File: src/rtl/kv_cuckoo_ctrl.sv
// kv_cuckoo_ctrl
//   Two-table cuckoo key/value store controller. Accepts one lookup or insert
//   at a time, drives the shared registered hash unit, and probes and updates
//   two on-chip tables. An insert into two occupied slots starts a bounded
//   eviction chain. Each displaced key is re-hashed through the same hash unit.
//
// Ports
//   clk, rst_n                 clock (rising edge), asynchronous active-low reset
//   req_valid/req_ready        request handshake (ready only while idle)
//   req_op, req_key, req_val   0 = lookup, 1 = insert; key; value for inserts
//   resp_valid                 one-cycle response strobe
//   resp_hit, resp_fail        key found/updated; insert gave up after MAX_KICKS
//   resp_val                   stored value on lookup hit, else 0
//   hf_key                     key presented to the hash unit
//   hf_hash1, hf_hash2         hash unit outputs (low IDX_W bits index T1/T2)
//   occupancy                  valid entries across both tables
module kv_cuckoo_ctrl #(
  parameter int IDX_W     = 3,
  parameter int MAX_KICKS = 8,
  parameter int HASH_LAT  = 1
) (
  input  logic             clk,
  input  logic             rst_n,
  input  logic             req_valid,
  output logic             req_ready,
  input  logic             req_op,
  input  logic [31:0]      req_key,
  input  logic [31:0]      req_val,
  output logic             resp_valid,
  output logic             resp_hit,
  output logic             resp_fail,
  output logic [31:0]      resp_val,
  output logic [31:0]      hf_key,
  input  logic [31:0]      hf_hash1,
  input  logic [31:0]      hf_hash2,
  output logic [IDX_W+1:0] occupancy
);

  localparam int DEPTH  = 1 << IDX_W;
  localparam int KICK_W = $clog2(MAX_KICKS + 1);
  localparam int LAT_W  = $clog2(HASH_LAT + 1);

  typedef enum logic [2:0] {IDLE, HASH, PROBE, KHASH, KPROBE, RESP} state_t;

  state_t state, state_next;

  logic              op_q;
  logic [31:0]       key_q, val_q;
  logic [LAT_W-1:0]  lat_cnt;
  logic [KICK_W-1:0] kick;
  logic              tgt_t2;

  logic [DEPTH-1:0]  t1_valid, t2_valid;
  logic [31:0]       t1_key [DEPTH];
  logic [31:0]       t1_val [DEPTH];
  logic [31:0]       t2_key [DEPTH];
  logic [31:0]       t2_val [DEPTH];

  logic [IDX_W-1:0]  idx1, idx2;
  logic              accept, lat_done, t1_match, t2_match, slot_full;
  logic              wr1, wr2, take1, take2, occ_inc, kick_first, kick_inc;
  logic              go_resp, hit_d, fail_d;
  logic [31:0]       val_d;
  logic              unused_hash_bits;

  assign idx1      = hf_hash1[IDX_W-1:0];
  assign idx2      = hf_hash2[IDX_W-1:0];
  assign unused_hash_bits = ^{hf_hash1[31:IDX_W], hf_hash2[31:IDX_W]};
  assign req_ready = (state == IDLE);
  assign accept    = req_valid && req_ready;
  assign lat_done  = (lat_cnt == LAT_W'(HASH_LAT - 1));
  // key_q always holds the key currently being hashed (request key, later
  // the in-hand evicted key), so the match logic serves both probe states.
  assign t1_match  = t1_valid[idx1] && (t1_key[idx1] == key_q);
  assign t2_match  = t2_valid[idx2] && (t2_key[idx2] == key_q);
  assign slot_full = tgt_t2 ? t2_valid[idx2] : t1_valid[idx1];

  always_ff @(posedge clk or negedge rst_n) begin
    if (!rst_n) state <= IDLE;
    else        state <= state_next;
  end

  // Next state plus one-cycle table and response strobes. Every table write
  // stores key_q/val_q. On a swap the old slot content is taken into key_q in
  // the same edge, so the non-blocking update exchanges the two entries.
  always_comb begin
    state_next = state;
    wr1        = 1'b0;
    wr2        = 1'b0;
    take1      = 1'b0;
    take2      = 1'b0;
    occ_inc    = 1'b0;
    kick_first = 1'b0;
    kick_inc   = 1'b0;
    go_resp    = 1'b0;
    hit_d      = 1'b0;
    fail_d     = 1'b0;
    val_d      = '0;
    case (state)
      IDLE:  if (accept) state_next = HASH;
      HASH:  if (lat_done) state_next = PROBE;
      KHASH: if (lat_done) state_next = KPROBE;
      PROBE: begin
        go_resp    = 1'b1;
        state_next = RESP;
        if (!op_q) begin
          if (t1_match) begin
            hit_d = 1'b1;
            val_d = t1_val[idx1];
          end else if (t2_match) begin
            hit_d = 1'b1;
            val_d = t2_val[idx2];
          end
        end else if (t1_match) begin
          wr1   = 1'b1;
          hit_d = 1'b1;
        end else if (t2_match) begin
          wr2   = 1'b1;
          hit_d = 1'b1;
        end else if (!t1_valid[idx1]) begin
          wr1     = 1'b1;
          occ_inc = 1'b1;
        end else if (!t2_valid[idx2]) begin
          wr2     = 1'b1;
          occ_inc = 1'b1;
        end else begin
          // Both candidate slots are taken: displace the T1 occupant.
          wr1        = 1'b1;
          take1      = 1'b1;
          kick_first = 1'b1;
          go_resp    = 1'b0;
          state_next = KHASH;
        end
      end
      KPROBE: begin
        if (!slot_full) begin
          wr1        = !tgt_t2;
          wr2        = tgt_t2;
          occ_inc    = 1'b1;
          go_resp    = 1'b1;
          state_next = RESP;
        end else if (kick == KICK_W'(MAX_KICKS)) begin
          // Give up; the in-hand entry is dropped, so occupancy is unchanged.
          go_resp    = 1'b1;
          fail_d     = 1'b1;
          state_next = RESP;
        end else begin
          wr1        = !tgt_t2;
          wr2        = tgt_t2;
          take1      = !tgt_t2;
          take2      = tgt_t2;
          kick_inc   = 1'b1;
          state_next = KHASH;
        end
      end
      RESP:    state_next = IDLE;
      default: state_next = IDLE;
    endcase
  end

  // Request latch, hash-key register, counters, valid bits and response registers.
  always_ff @(posedge clk or negedge rst_n) begin
    if (!rst_n) begin
      op_q       <= 1'b0;
      key_q      <= '0;
      val_q      <= '0;
      hf_key     <= '0;
      lat_cnt    <= '0;
      kick       <= '0;
      tgt_t2     <= 1'b0;
      t1_valid   <= '0;
      t2_valid   <= '0;
      occupancy  <= '0;
      resp_valid <= 1'b0;
      resp_hit   <= 1'b0;
      resp_fail  <= 1'b0;
      resp_val   <= '0;
    end else begin
      resp_valid <= go_resp;
      resp_hit   <= hit_d;
      resp_fail  <= fail_d;
      resp_val   <= val_d;
      if (accept) begin
        op_q    <= req_op;
        key_q   <= req_key;
        val_q   <= req_val;
        hf_key  <= req_key;
        lat_cnt <= '0;
        kick    <= '0;
      end else if (take1) begin
        key_q   <= t1_key[idx1];
        val_q   <= t1_val[idx1];
        hf_key  <= t1_key[idx1];
        lat_cnt <= '0;
      end else if (take2) begin
        key_q   <= t2_key[idx2];
        val_q   <= t2_val[idx2];
        hf_key  <= t2_key[idx2];
        lat_cnt <= '0;
      end else if (state == HASH || state == KHASH) begin
        lat_cnt <= lat_cnt + LAT_W'(1);
      end
      if (kick_first) begin
        kick   <= KICK_W'(1);
        tgt_t2 <= 1'b1;
      end else if (kick_inc) begin
        kick   <= kick + KICK_W'(1);
        tgt_t2 <= !tgt_t2;
      end
      if (wr1) t1_valid[idx1] <= 1'b1;
      if (wr2) t2_valid[idx2] <= 1'b1;
      if (occ_inc) occupancy <= occupancy + (IDX_W+2)'(1);
    end
  end

  // Key/value storage needs no reset: the valid bits qualify every read.
  always_ff @(posedge clk) begin
    if (wr1) begin
      t1_key[idx1] <= key_q;
      t1_val[idx1] <= val_q;
    end
    if (wr2) begin
      t2_key[idx2] <= key_q;
      t2_val[idx2] <= val_q;
    end
  end

endmodule

File: config.mk
export PLATFORM = sky130hd
export DESIGN_NAME = kv_cuckoo_ctrl
export DESIGN_NICKNAME = d
export VERILOG_FILES = /design/src/rtl/kv_cuckoo_ctrl.sv
export SDC_FILE = /design/constraint.sdc
export NUM_CORES = 1
export LEC_CHECK = 0
export BUFFER_PORTS_ARGS = -buffer_cell sky130_fd_sc_hd__buf_2
export CAP_MARGIN = 10
export CORE_ASPECT_RATIO = 2
export CORE_UTILIZATION = 40
export CTS_BUF_LIST = sky130_fd_sc_hd__clkbuf_8
export DETAILED_ROUTE_END_ITERATION = 7
export GPL_ROUTABILITY_DRIVEN = 0
export HOLD_SLACK_MARGIN = 0.1
export MAX_ROUTING_LAYER = met4
export SKIP_LAST_GASP = 1
export SLEW_MARGIN = 30
export SYNTH_ARGS = -nofsm -noshare
export SYNTH_HDL_FRONTEND = slang
export SYNTH_SLANG_ARGS = --single-unit
File: constraint.sdc
create_clock -name clk -period 16.1 [get_ports clk]
set_input_delay 2.415 -clock clk [delete_from_list [all_inputs] [get_ports clk]]
set_output_delay 2.415 -clock clk [all_outputs]
set_load 0.01 [all_outputs]
==> impl_summary.txt <==
----------------------------------------------------
[Setup path]
  Required time of the worst setup path ... 16,570 ps
  Reg-to-reg critical path startpoint ... t1_key[6][24]
  Element type at the critical path end ... register
  Worst Path Class, Setup ... in2reg
  Largest fanout on the critical path ... 61
  Worst Setup Start Kind ... input port
  Startpoint of the worst setup timing path ... hf_hash1[1]
  Endpoint arrival time on the critical path ... 9540 ps

[Timing]
  Max_slew headroom ... 0.296
  Slew @ Worst Pin ... 1060 ps
  Number of pins exceeding their max-slew limit in the final report ... 0
  Setup_tns ... 0 ps
  Setup repair after global routing missed its margin ... false
  Top achievable clock speed ... 110 MHz
  Total setup violations reported at the end of the flow ... 0
  Final Cycle Share ... 0.563
  Clock Skew ... 36.2 ps
  Count of final hold-check violations ... 0
  Min cycle time layout ... 9060 ps

[CTS]
  Hold buffer count at CTS ... 0
  Resized Gates After CTS ... 0
  Number of CTS-inserted buffers ... 157
  Total setup buffers inserted after CTS ... 0
  Depth of the CTS H-tree ... 4
  Worst-Skew Late Latency ... 880 ps
  Number of sinks on the clock net ... 1,154
  Clock input transition at the sequential cells of the worst setup and hold paths ... 60 ps
  Root buffer cell ... clkbuf_8
  CTS tree ... yes
  CTS max path bufs ... 3

[Global routing]
  Met3 layer usage reported by global route ... 0.0504
  Wire length of the first global-routing pass ... 207,000 um
  Tot GR Track Use ... 0.265
  Number of antenna violations at the first check in global routing ... 11
  Maximum number of pins on one net before global-route repair ... 68
  Number of global-route vias before repair ... 28,700
  Met1 Use GR ... 0.301
  Most congested layer reported by global routing ... met2
  Overall overflow remaining after global route ... 0
  Met2 Track Usage GR ... 0.435

[Placement]
  Input/output buffers ... 146
  Half-perimeter wire length of the detailed placement result ... 87,000 um

[Route]
  Via count ... 28,200
  Routed wire length per instance ... 31.8 um
  Per-cell via count in the routed design ... 6.10
  Number of DRC violations after detailed-routing iteration 0 ... 3,563
  WL final ... 147,000 um
  DRC Markers ... 0
  Antenna Nets Post-Route ... 0
  TritonRoute pass-1 iters ... 6

[Run]
  Max-cap check violation count ... 0

[Power and ir drop]
  Maximum vdd ir drop ... 86.1 uV
  Leakage component of the power ... 17.2 nW
  Post-layout total power ... 7.43 mW
  Power density over the cells ... 144 nW/um2

[Synth]
  Number of distinct library cells after synthesis ... 67
  Count of flip-flops with a built-in enable after synthesis ... 1,024
  Fraction of registers with async set or reset after synthesis ... 0.113
  Number of instances in the synthesized netlist ... 2,771
  Average footprint of a synthesized cell ... 16.4 um2
  Cell Area, Synth ... 45,500 um2
  Register bit total from synthesis ... 1,154
  Sequential fraction of the synthesis area ... 0.747
  Count of yosys warnings during synthesis ... 0
  Nets in the synthesized netlist ... 2,906
  Top FF cell, synth ... edfxtp_1

[Min path]
  Worst min path class ... reg2reg
  Worst Min Path Start ... t2_valid[3]

[Floorplan]
  Die extent in y ... 479 um
  Row count ... 174
  Die footprint ... 115,000 um2
  Io pins ... 205
  Initial Util ... 0.405
  Die outline width ... 241 um
  Core footprint ... 113,000 um2

[Final layout]
  Area of all sequential standard cells ... 34,000 um2
  Multi-input gate area in the final layout ... 10,800 um2
  Layout cells sized above 1 ... 0.201
  Filler cell count ... 9,743
  Net count of the finished layout ... 3,133
  Syn-to-layout area delta ... 13.0%

[Run status]
  Result of the run ... finished clean

----------------------------------------------------
==> Yosys cell counts (all sizes together), types with 4 or more instances <==
master | number | area, um2
o22a | 4 | 35.0
o21bai | 4 | 30.0
o221ai | 13 | 114
inv | 16 | 60.1
nor4 | 9 | 62.6
a221o | 14 | 140
o21ai | 110 | 551
a22o | 23 | 201
nand3 | 17 | 85.1
and2 | 6 | 37.5
a21o | 23 | 173
dfrtp | 130 | 3250
or2 | 7 | 43.8
and4 | 15 | 131
nand2b | 14 | 87.6
a221oi | 66 | 578
a22oi | 174 | 1310
or4 | 4 | 30.0
clkbuf | 108 | 405
o31ai | 4 | 30.0
o211ai | 11 | 82.6
mux2 | 52 | 586
edfxtp | 1024 | 30700
xnor2 | 37 | 324
a41oi | 11 | 96.3
o22ai | 20 | 125
nand2 | 67 | 251
mux2i | 128 | 1290
a21oi | 120 | 601
nor3 | 72 | 360
nand4 | 20 | 125
mux4 | 67 | 1510
or3 | 5 | 31.3
nor2 | 169 | 634
buf | 76 | 408
and3 | 14 | 87.6
xor2 | 30 | 263
a222oi | 9 | 90.1
nand3b | 6 | 45.0
nor2b | 11 | 68.8
a31oi | 30 | 188
o2bb2ai | 5 | 43.8
==> layout by cell type (no fill, tap or decap), types with 92 or more instances in the layout <==
cell type,netlist,routed
buf_2,47,142
o21ai_0,92,92
a22oi_1,174,174
a21oi_1,120,120
dfrtp_1,130,130
clkbuf_8,0,171
edfxtp_1,1024,1024
nor2_1,169,151
mux2i_1,127,127
buf_4,7,101
==> flip-flops by register name (all words and copies together) (netlist names), 5 cells and up <==
signal and count:
key_q 32, occupancy 5, resp_val 32, t1_key 256, t1_val 256, t1_valid 8, t2_key 256, t2_val 256
t2_valid 8, val_q 32
==> per-layer routing <==
| layer | wire length (um) | vias up |
|---|---|---|
| li1 | - | 11600 |
| met4 | 9040 | 0 |
| met3 | 11700 | 430 |
| met5 | 0 | - |
| met2 | 74500 | 1739 |
| met1 | 52000 | 14500 |
==> logic make-up after synthesis <==
group,after synthesis,share of synthesized area
flip-flops,1154,0.747
AO/OA/AOI/OAI,660,0.0998
AND/OR/NAND/NOR,438,0.0461
multiplexers,247,0.0744
buffers and inverters,202,0.0193
XOR/XNOR,67,0.0129
adder cells (fa/ha/maj),3,0.000824
==> where the power goes <==
| group | switching [mW] | internal [mW] | leakage, nW |
|---|---|---|---|
| clock | 1.12 | 1.08 | 1.74 |
| sequential | 0.372 | 3.79 | 10.7 |
| combinational | 0.715 | 0.344 | 4.76 |
| total | 2.21 | 5.22 | 17.2 |
==> metrics by stage <==
stage | util | area, um2 | hold slack [ps] | worst slack, ps | std cells
2_1_floorplan | - | 45500 | 423 | 6080 | 2771
3_3_place_gp | 0.429 | 48300 | 432 | 6310 | 4331
3_5_place_dp | 0.430 | 48400 | 447 | 6340 | 4335
4_1_cts | 0.457 | 51400 | 461 | 7260 | 4623
5_1_grt | 0.457 | 51400 | 479 | 6950 | 4626
6_report | 0.457 | 51400 | 460 | 7040 | 4627
==> final timing paths <==
kind	endpoint	slack [ps]	cells after the start
hold / removal	t2_valid[3]	460	1
hold reg to reg	t2_valid[3]	460	1
max in group asynchronous	val_q[16]	13410	2
setup reg to reg	t1_val[7][0]	9820	12
setup / recovery	t1_val[7][0]	7040	13
min in group asynchronous	occupancy[0]	1500	1
==> critical path: stages <==
cell	delay (ps)
buf_4	540
buf_4	680
nand2_1	640
o211ai_1	560
xor2_1	580
nand4_1	190
nor4_2	560
and4_2	320
buf_4	610
a21oi_1	110
o32a_1	520
nor2_4	810
buf_4	820
==> layout make-up <==
cell class | count | share of cell area
Sequential cell | 1154 | 0.661
Multi-Input combinational cell | 1415 | 0.211
Clock buffer | 171 | 0.0458
Tap cell | 1496 | 0.0364
Timing Repair Buffer | 252 | 0.0310
Clock inverter | 117 | 0.0135
Inverter | 18 | 0.00131
Antenna cell | 4 | 0.000195
Note: power is estimated with default switching activity, not from simulation.
